==> config.mk <==
export PLATFORM = sky130hd
export DESIGN_NAME = vertex_fetch_addr_gen
export DESIGN_NICKNAME = d
export VERILOG_FILES = /design/src/rtl/vfetch_pkg.sv /design/src/rtl/strip_vertex_sequencer.sv /design/src/rtl/vertex_fetch_addr_gen.sv
export SDC_FILE = /design/constraint.sdc
export NUM_CORES = 1
export LEC_CHECK = 0
export ABC_AREA = 1
export BUFFER_PORTS_ARGS = -buffer_cell sky130_fd_sc_hd__buf_2
export CORE_AREA = 2 2 101 103
export DETAILED_ROUTE_END_ITERATION = 12
export DIE_AREA = 0 0 103 105
export GPL_ROUTABILITY_DRIVEN = 0
export PLACE_DENSITY = 0.74
export SYNTH_ARGS = -nofsm -noshare
export SYNTH_HDL_FRONTEND = slang
export SYNTH_SLANG_ARGS = --single-unit
==> constraint.sdc <==
create_clock -name clk -period 16.7 [get_ports clk]
set_input_delay 1.67 -clock clk [delete_from_list [all_inputs] [get_ports clk]]
set_output_delay 1.67 -clock clk [all_outputs]
set_load 0.02 [all_outputs]
==> src/rtl/vfetch_pkg.sv <==
// Shared definitions for the vertex fetch address generator: mode codes,
// FSM state encoding and the strip corner remap helper.
package vfetch_pkg;

    localparam logic [1:0] MODE_LINEAR = 2'd0;
    localparam logic [1:0] MODE_STRIP  = 2'd1;
    localparam logic [1:0] MODE_REPEAT = 2'd2;
    localparam logic [1:0] MODE_RSVD   = 2'd3;

    typedef enum logic [1:0] {
        ST_IDLE = 2'd0,
        ST_RUN  = 2'd1,
        ST_DONE = 2'd2
    } state_t;

    // Offset (in vertices) from triangle k's first vertex to the vertex fetched
    // for corner c. Odd triangles swap their first two corners so that every
    // emitted triangle keeps the same winding.
    function automatic logic [1:0] strip_corner_offset(input logic odd_tri, input logic [1:0] corner);
        if (odd_tri && (corner != 2'd2)) begin
            return corner ^ 2'd1;
        end
        return corner;
    endfunction

endpackage

==> src/rtl/strip_vertex_sequencer.sv <==
// Vertex ordering for the fetch walk. In STRIP mode tracks triangle k and
// corner c; in LINEAR/REPEAT it is a plain vertex counter (k only).
// All outputs describe the position being moved to on this cycle's load/step,
// so the parent can register them alongside the new address.
module strip_vertex_sequencer
    import vfetch_pkg::*;
#(
    parameter int COUNT_WIDTH = 8
) (
    input  logic                   clk,
    input  logic                   rst,
    input  logic                   load,
    input  logic                   step,
    input  logic [1:0]             mode,
    input  logic [COUNT_WIDTH-1:0] vertex_count,
    output logic [COUNT_WIDTH-1:0] vertex_idx,
    output logic [1:0]             vertex_offset,
    output logic                   last_vertex,
    output logic                   tri_advance,
    output logic                   tri_wrap
);

    logic [COUNT_WIDTH-1:0] tri_q, tri_d;
    logic [1:0]             corner_q, corner_d;
    logic                   strip_mode;

    assign strip_mode = (mode == MODE_STRIP);

    // Next position: restart on load, otherwise corner/triangle or vertex step
    always_comb begin
        tri_d       = tri_q;
        corner_d    = corner_q;
        tri_advance = 1'b0;
        tri_wrap    = 1'b0;
        if (load) begin
            tri_d    = '0;
            corner_d = '0;
        end else if (step) begin
            if (strip_mode) begin
                if (corner_q == 2'd2) begin
                    corner_d    = 2'd0;
                    tri_d       = tri_q + COUNT_WIDTH'(1);
                    tri_advance = 1'b1;
                end else begin
                    corner_d = corner_q + 2'd1;
                end
            end else if ((mode == MODE_REPEAT) && (tri_q == vertex_count - COUNT_WIDTH'(1))) begin
                tri_d    = '0;
                tri_wrap = 1'b1;
            end else begin
                tri_d       = tri_q + COUNT_WIDTH'(1);
                tri_advance = 1'b1;
            end
        end
    end

    // Source vertex and end-of-pass flag for the position being moved to
    always_comb begin
        vertex_offset = strip_mode ? strip_corner_offset(tri_d[0], corner_d) : 2'd0;
        vertex_idx    = tri_d + COUNT_WIDTH'(vertex_offset);
        if (strip_mode) begin
            last_vertex = (tri_d == vertex_count - COUNT_WIDTH'(3)) && (corner_d == 2'd2);
        end else if (mode == MODE_LINEAR) begin
            last_vertex = (tri_d == vertex_count - COUNT_WIDTH'(1));
        end else begin
            last_vertex = 1'b0;
        end
    end

    // Position register, only moves on load or vertex step
    always_ff @(posedge clk) begin
        if (rst) begin
            tri_q    <= '0;
            corner_q <= '0;
        end else if (load || step) begin
            tri_q    <= tri_d;
            corner_q <= corner_d;
        end
    end

endmodule

==> src/rtl/vertex_fetch_addr_gen.sv <==
// Vertex buffer word address generator. Walks base + vertex*stride + word
// using a running vertex-start sum, in LINEAR, STRIP (expanded triangles)
// or REPEAT order, one address per valid/ready transfer.
//
// state   | meaning
// --------+-------------------------------------------------------------
// IDLE    | waiting for start; config inputs watched, nothing emitted
// RUN     | addr_valid high; one address presented per cycle/transfer
// DONE    | one-cycle done pulse after the final transfer or empty pass
module vertex_fetch_addr_gen
    import vfetch_pkg::*;
#(
    parameter int ADDR_WIDTH  = 8,
    parameter int COUNT_WIDTH = 8,
    parameter int WPV_WIDTH   = 3
) (
    input  logic                   clk,
    input  logic                   rst,
    input  logic                   start,
    input  logic                   abort,
    input  logic [1:0]             mode,
    input  logic [ADDR_WIDTH-1:0]  base_addr,
    input  logic [ADDR_WIDTH-1:0]  stride,
    input  logic [WPV_WIDTH-1:0]   words_per_vertex,
    input  logic [COUNT_WIDTH-1:0] vertex_count,
    input  logic                   addr_ready,
    output logic [ADDR_WIDTH-1:0]  mem_addr,
    output logic                   addr_valid,
    output logic [COUNT_WIDTH-1:0] vertex_idx,
    output logic [WPV_WIDTH-1:0]   word_idx,
    output logic                   addr_last,
    output logic                   busy,
    output logic                   done,
    output logic                   err
);

    state_t state_q, state_d;

    logic [1:0]             cfg_mode;
    logic [ADDR_WIDTH-1:0]  cfg_base, cfg_stride;
    logic [WPV_WIDTH-1:0]   cfg_wpv;
    logic [COUNT_WIDTH-1:0] cfg_count;

    logic [1:0]             eff_mode;
    logic [ADDR_WIDTH-1:0]  eff_stride;
    logic [WPV_WIDTH-1:0]   eff_wpv;
    logic [COUNT_WIDTH-1:0] eff_count;

    logic [WPV_WIDTH-1:0]   word_q, word_nxt;
    logic [ADDR_WIDTH-1:0]  vbase_q, vbase_nxt, vofs, addr_nxt;

    logic xfer, cfg_bad, start_ok, empty_pass, advance, word_wrap, seq_step;
    logic last_nxt, out_load, run_d, done_d, err_d, run_q;

    logic [COUNT_WIDTH-1:0] seq_vertex;
    logic [1:0]             seq_offset;
    logic                   seq_last, seq_tri_adv, seq_tri_wrap;

    assign xfer       = addr_valid & addr_ready;
    assign cfg_bad    = (mode == MODE_RSVD) || (words_per_vertex == '0);
    assign start_ok   = (state_q == ST_IDLE) && start && !abort && !cfg_bad;
    assign empty_pass = (mode == MODE_STRIP) ? (vertex_count < COUNT_WIDTH'(3))
                                             : (vertex_count == '0);
    assign advance    = (state_q == ST_RUN) && xfer && !abort;
    assign word_wrap  = (word_q == cfg_wpv - WPV_WIDTH'(1));
    assign seq_step   = advance && word_wrap;

    // On the start cycle the config registers are not loaded yet, so the
    // first address is built straight from the inputs.
    assign eff_mode   = start_ok ? mode             : cfg_mode;
    assign eff_stride = start_ok ? stride           : cfg_stride;
    assign eff_wpv    = start_ok ? words_per_vertex : cfg_wpv;
    assign eff_count  = start_ok ? vertex_count     : cfg_count;

    strip_vertex_sequencer #(
        .COUNT_WIDTH (COUNT_WIDTH)
    ) u_seq (
        .clk           (clk),
        .rst           (rst),
        .load          (start_ok),
        .step          (seq_step),
        .mode          (eff_mode),
        .vertex_count  (eff_count),
        .vertex_idx    (seq_vertex),
        .vertex_offset (seq_offset),
        .last_vertex   (seq_last),
        .tri_advance   (seq_tri_adv),
        .tri_wrap      (seq_tri_wrap)
    );

    // Next word, running vertex start and resulting address
    always_comb begin
        word_nxt = (start_ok || word_wrap) ? '0 : word_q + WPV_WIDTH'(1);
        if (start_ok) begin
            vbase_nxt = base_addr;
        end else if (seq_tri_wrap) begin
            vbase_nxt = cfg_base;
        end else if (seq_tri_adv) begin
            vbase_nxt = vbase_q + cfg_stride;
        end else begin
            vbase_nxt = vbase_q;
        end
        case (seq_offset)
            2'd1:    vofs = eff_stride;
            2'd2:    vofs = {eff_stride[ADDR_WIDTH-2:0], 1'b0};
            default: vofs = '0;
        endcase
        addr_nxt = vbase_nxt + vofs + ADDR_WIDTH'(word_nxt);
        last_nxt = seq_last && (word_nxt == eff_wpv - WPV_WIDTH'(1));
    end

    // FSM state register
    always_ff @(posedge clk) begin
        if (rst) begin
            state_q <= ST_IDLE;
        end else begin
            state_q <= state_d;
        end
    end

    // FSM next state; abort overrides everything including a final transfer
    always_comb begin
        state_d = state_q;
        case (state_q)
            ST_IDLE: if (start_ok) state_d = empty_pass ? ST_DONE : ST_RUN;
            ST_RUN:  if (advance && addr_last) state_d = ST_DONE;
            ST_DONE: state_d = ST_IDLE;
            default: state_d = ST_IDLE;
        endcase
        if (abort) begin
            state_d = ST_IDLE;
        end
    end

    // FSM output decode feeding the output register stage
    always_comb begin
        run_d    = (state_d == ST_RUN);
        done_d   = (state_d == ST_DONE);
        err_d    = (state_q == ST_IDLE) && start && !abort && cfg_bad;
        out_load = run_d && (start_ok || advance);
    end

    // Config capture and walk counters
    always_ff @(posedge clk) begin
        if (rst) begin
            cfg_mode   <= '0;
            cfg_base   <= '0;
            cfg_stride <= '0;
            cfg_wpv    <= '0;
            cfg_count  <= '0;
            word_q     <= '0;
            vbase_q    <= '0;
        end else begin
            if (start_ok) begin
                cfg_mode   <= mode;
                cfg_base   <= base_addr;
                cfg_stride <= stride;
                cfg_wpv    <= words_per_vertex;
                cfg_count  <= vertex_count;
            end
            if (start_ok || advance) begin
                word_q  <= word_nxt;
                vbase_q <= vbase_nxt;
            end
        end
    end

    // Output register stage; address fields hold while stalled
    always_ff @(posedge clk) begin
        if (rst) begin
            run_q      <= 1'b0;
            done       <= 1'b0;
            err        <= 1'b0;
            mem_addr   <= '0;
            vertex_idx <= '0;
            word_idx   <= '0;
            addr_last  <= 1'b0;
        end else begin
            run_q <= run_d;
            done  <= done_d;
            err   <= err_d;
            if (out_load) begin
                mem_addr   <= addr_nxt;
                vertex_idx <= seq_vertex;
                word_idx   <= word_nxt;
                addr_last  <= last_nxt;
            end
        end
    end

    // In RUN an address is always on offer, so valid and busy coincide
    assign addr_valid = run_q;
    assign busy       = run_q;

endmodule

==> impl_summary.md <==
Route
For this block, the via count after detailed routing is 5191. The number of detailed-route iterations in the first pass is 5. The residual DRC count is 0. The via density per instance is 5.302. Once detail routing completed, the nets flagged for antenna violations numbered 0. The detailed router finished its first iteration with 216 violations. The detailed-route wire length per cell is 14.14 um. The routed design has 13.84 mm of wire.

Synthesis
The gate count of the mapped netlist is 790. For this run, the register share of the synthesized area comes to 0.2843. The most used standard cell by instance count after synthesis is sky130_fd_sc_hd__nand2_1. The synthesized design spends more area on one cell type than any other, namely sky130_fd_sc_hd__dfxtp_1. In the synthesized netlist, the cells that appear most often are sky130_fd_sc_hd__nand2_1, sky130_fd_sc_hd__nor2_1, sky130_fd_sc_hd__inv_1.

During synthesis, Yosys emitted a total of 0 warnings. The predominant post-synthesis flop cell is sky130_fd_sc_hd__dfxtp_1. The mapped cell area is 5281 um2. The count of unique library cells instantiated by Yosys is 46. The synthesized netlist net count is 857.

The share of Yosys cell area claimed by the top area cell type is 0.2843. The post-synthesis average cell area is 6.685 um2. The number of synthesized flops with an enable pin is 0. Counting flops and latches in the post-synthesis netlist gives 75. The async set-reset flop share out of synthesis is 0. Sorting the synthesized cells by area gives the leading types as sky130_fd_sc_hd__dfxtp_1, sky130_fd_sc_hd__nand2_1, sky130_fd_sc_hd__nor2_1.

Critical path
The element type at the critical path start is an input port. The cell family with the largest share of critical-path delay is simple AND/OR/NAND/NOR gates. The worst-case register-to-register setup slack is 10.47 ns.

The critical-path maximum fanout is 34. The critical setup path kind is in2reg. The reg-to-reg startpoint is state_q[0]. The critical path contains buffers and inverters numbering 7 combined. The most used cell along the critical path is sky130_fd_sc_hd__nand2_1. The arrival time at the worst endpoint is 7.61 ns. The endpoint kind of the worst setup timing path is a flop.

The critical path required time is 16.96 ns. The beginning of the critical path is abort. In this run the number of cells on the critical path is 38.

For this design, the slowest cell found on the critical path is sky130_fd_sc_hd__fa_1. Measured in cells, the most critical reg-to-reg path has a length of 37. In this design, the stage delay of the slowest critical-path cell is 0.49 ns.

Global routing
The via count of the first global-routing pass is 4945. In the global route stage, overall resource usage came out at 0.2671. After global routing the overflow that remains totals 0. The number of antenna violations at the first check in global routing is 0. The maximum number of pins on one net before global-route repair is 62. The global-route wire length before repair is 23.01 mm.

Power and ir drop
The fraction of power consumed by the clock network is 0.309. The net switching power is 0.1400 mW. The internal power of the cells totals 0.2717 mW.

In this run the power density over the cells is 70.60 nW/um2. The share of total power dissipated in combinational logic is 0.237. Of the total power, the share spent switching nets is 0.3400. The sequential power share is 0.453. In this run the static leakage power is 2.805 nW. The worst-case IR drop observed on VDD is 0.04381 mV.

Clock network
The CTS clock-pin slew for the worst setup and hold paths is 0.09 ns. CTS built an H-tree with a depth of 3. Once the clock tree was built, the resizer swapped 0 gates to a different size. The number of setup buffers added after CTS is 0. The clock latency of the later-clocked register in the worst-skew pair is 0.36 ns. Counting every sink on the clock net gives 75. The count of hold buffers inserted by post-cts repair is 0. The worst-case clock buffer depth is 2. The tree is rooted in a sky130_fd_sc_hd__clkbuf_8. The clock tree from TritonCTS is done. Buffers inserted during clock tree synthesis total 9.

STA
The aggregate negative setup slack is 0 ns. Setup repair after global routing left no endpoint under its margin. Across the routed clock network, the largest skew measured is 0.01524 ns. The upper clock frequency limit is 0.1362 GHz. The number of hold violations in the final report is 0.

Setup violations remaining at the end of the flow were counted as 0. The final number of max-transition violations is 0. Dividing the final minimum period by the clock period gives 0.4397. The clock period minus final worst setup slack is 7.343 ns. In this run the tightest slew margin relative to its limit is 0.5384.

The transition at the pin with the smallest max-transition slack is 0.6898 ns. The final worst setup slack is 9.357 ns.

Hold path
The worst hold path begins at cfg_base[1]. The worst hold path was traced through 2 stages. The type of the tightest min-delay check is reg2reg.

Final layout
In the final layout, the multi-input gates occupy 3293 um2. The net total in the final layout is 908. The repair_antennas step left the layout with diodes totalling 0. Fill cells in the final layout number 928. Relative to the synthesized area, the layout overhead comes to 10.42%. The fraction of the core area covered by cells at the end of the flow is 0.6050. Of the cells placed in the final design, the portion with a size suffix greater than 1 is 0.1643. In the final layout, flip-flops and latches occupy 1501 um2.

Placement
The placed wire-length estimate after detailed placement is 10.73 mm. OpenSTA, run right after detailed placement, puts the worst setup slack at 8.978 ns. The quantity of I/O buffers inserted on ports is 57.

Flow run
The number of max-cap violations is 0.

Floorplan
The die height is 105 um. After floorplanning, the core was sized to cover 9639 um2. The floorplan step set the die width to 103 um.

Row generation in the floorplan step produced 36 rows. For this configuration, the core starts out at a cell density of 0.5479. 58 I/O pins were placed.

The die covers 10820 um2.

Run status
The flow ran to the end, and the final reports show no timing, DRC or antenna violations.
[worst register-to-register path: cells and delay by family, from the launching register on]
kind	cells	cell delay (ns)
and+or+nand+nor	18	2.37
AOI/OAI and AO/OA	6	0.98
DFF	1	0.32
xor gates and xnor gates	3	0.44
buffers and inverters	6	0.45
adders and majority gates	4	1.60
[sequential cells by signal, indices dropped and copies added, names as in the netlist, 8 cells and up]
register / count
u_seq.tri_q: 8
cfg_stride: 8
vbase_q: 8
vertex_idx: 8
cfg_base: 8
mem_addr: 8
cfg_count: 8
[cell type report]
cell class,instances,area share
clock buffer,11,0.02253
clock inverter,5,0.006436
inverter,105,0.06758
multi-input combinational,590,0.5647
sequential,75,0.2575
tap,133,0.02853
timing repair buffer,60,0.05278
[power groups by stage]
stage	clock [mW]	sequential [mW]	combinational (mW)
floorplan	0	0.191	0.0722
global placement	0	0.191	0.0925
detailed placement	0	0.191	0.0962
CTS	0.130	0.187	0.0967
global route	0.137	0.187	0.109
finish	0.127	0.187	0.0978
[cells in the final DEF, fill, tap and decap left out, drive strengths merged, types with 11 or more instances in the layout]
cell type,count
nand2,210
nor2,110
inv,103
dfxtp,75
buf,60
a21oi,48
nand3,46
o21ai,43
ha,27
xor2,25
nand4,15
clkbuf,11
[through the flow]
| stage | hold WS [ns] | instances | instance area (um2) | total power, mW |
|---|---|---|---|---|
| floorplan | 0.4379 | 790 | 5281 | 0.2634 |
| global route | 0.4837 | 979 | 5832 | 0.4340 |
| global placement | 0.4467 | 963 | 5663 | 0.2832 |
| detailed placement | 0.4544 | 963 | 5663 | 0.2870 |
| CTS | 0.4682 | 979 | 5832 | 0.4128 |
| finish | 0.4721 | 979 | 5832 | 0.4117 |
[worst paths after layout]
path / end
worst max register to register: mem_addr[7]
worst max-delay path: mem_addr[7]
worst min-delay path: cfg_base[1]
worst min register to register: cfg_base[1]
[per-layer routing]
| metal | global-route usage | share of wire | vias to the layer above |
|---|---|---|---|
| li1 | - | - | 2634 |
| met1 | 0.3662 | 0.47 | 2400 |
| met2 | 0.4286 | 0.46 | 138 |
| met3 | 0.04749 | 0.054 | 19 |
| met4 | 0.07331 | 0.016 | 0 |
| met5 | 0 | 0 | - |
[logic make-up after synthesis]
| family | share of synthesized area |
|---|---|
| flip-flops | 0.2843 |
| XOR/XNOR | 0.05473 |
| adder cells (fa/ha/maj) | 0.08671 |
| multiplexers | 0.01516 |
| AND/OR/NAND/NOR | 0.3480 |
| buffers and inverters | 0.09263 |
| AO/OA/AOI/OAI | 0.1185 |
(Power assumes the default switching activity.)
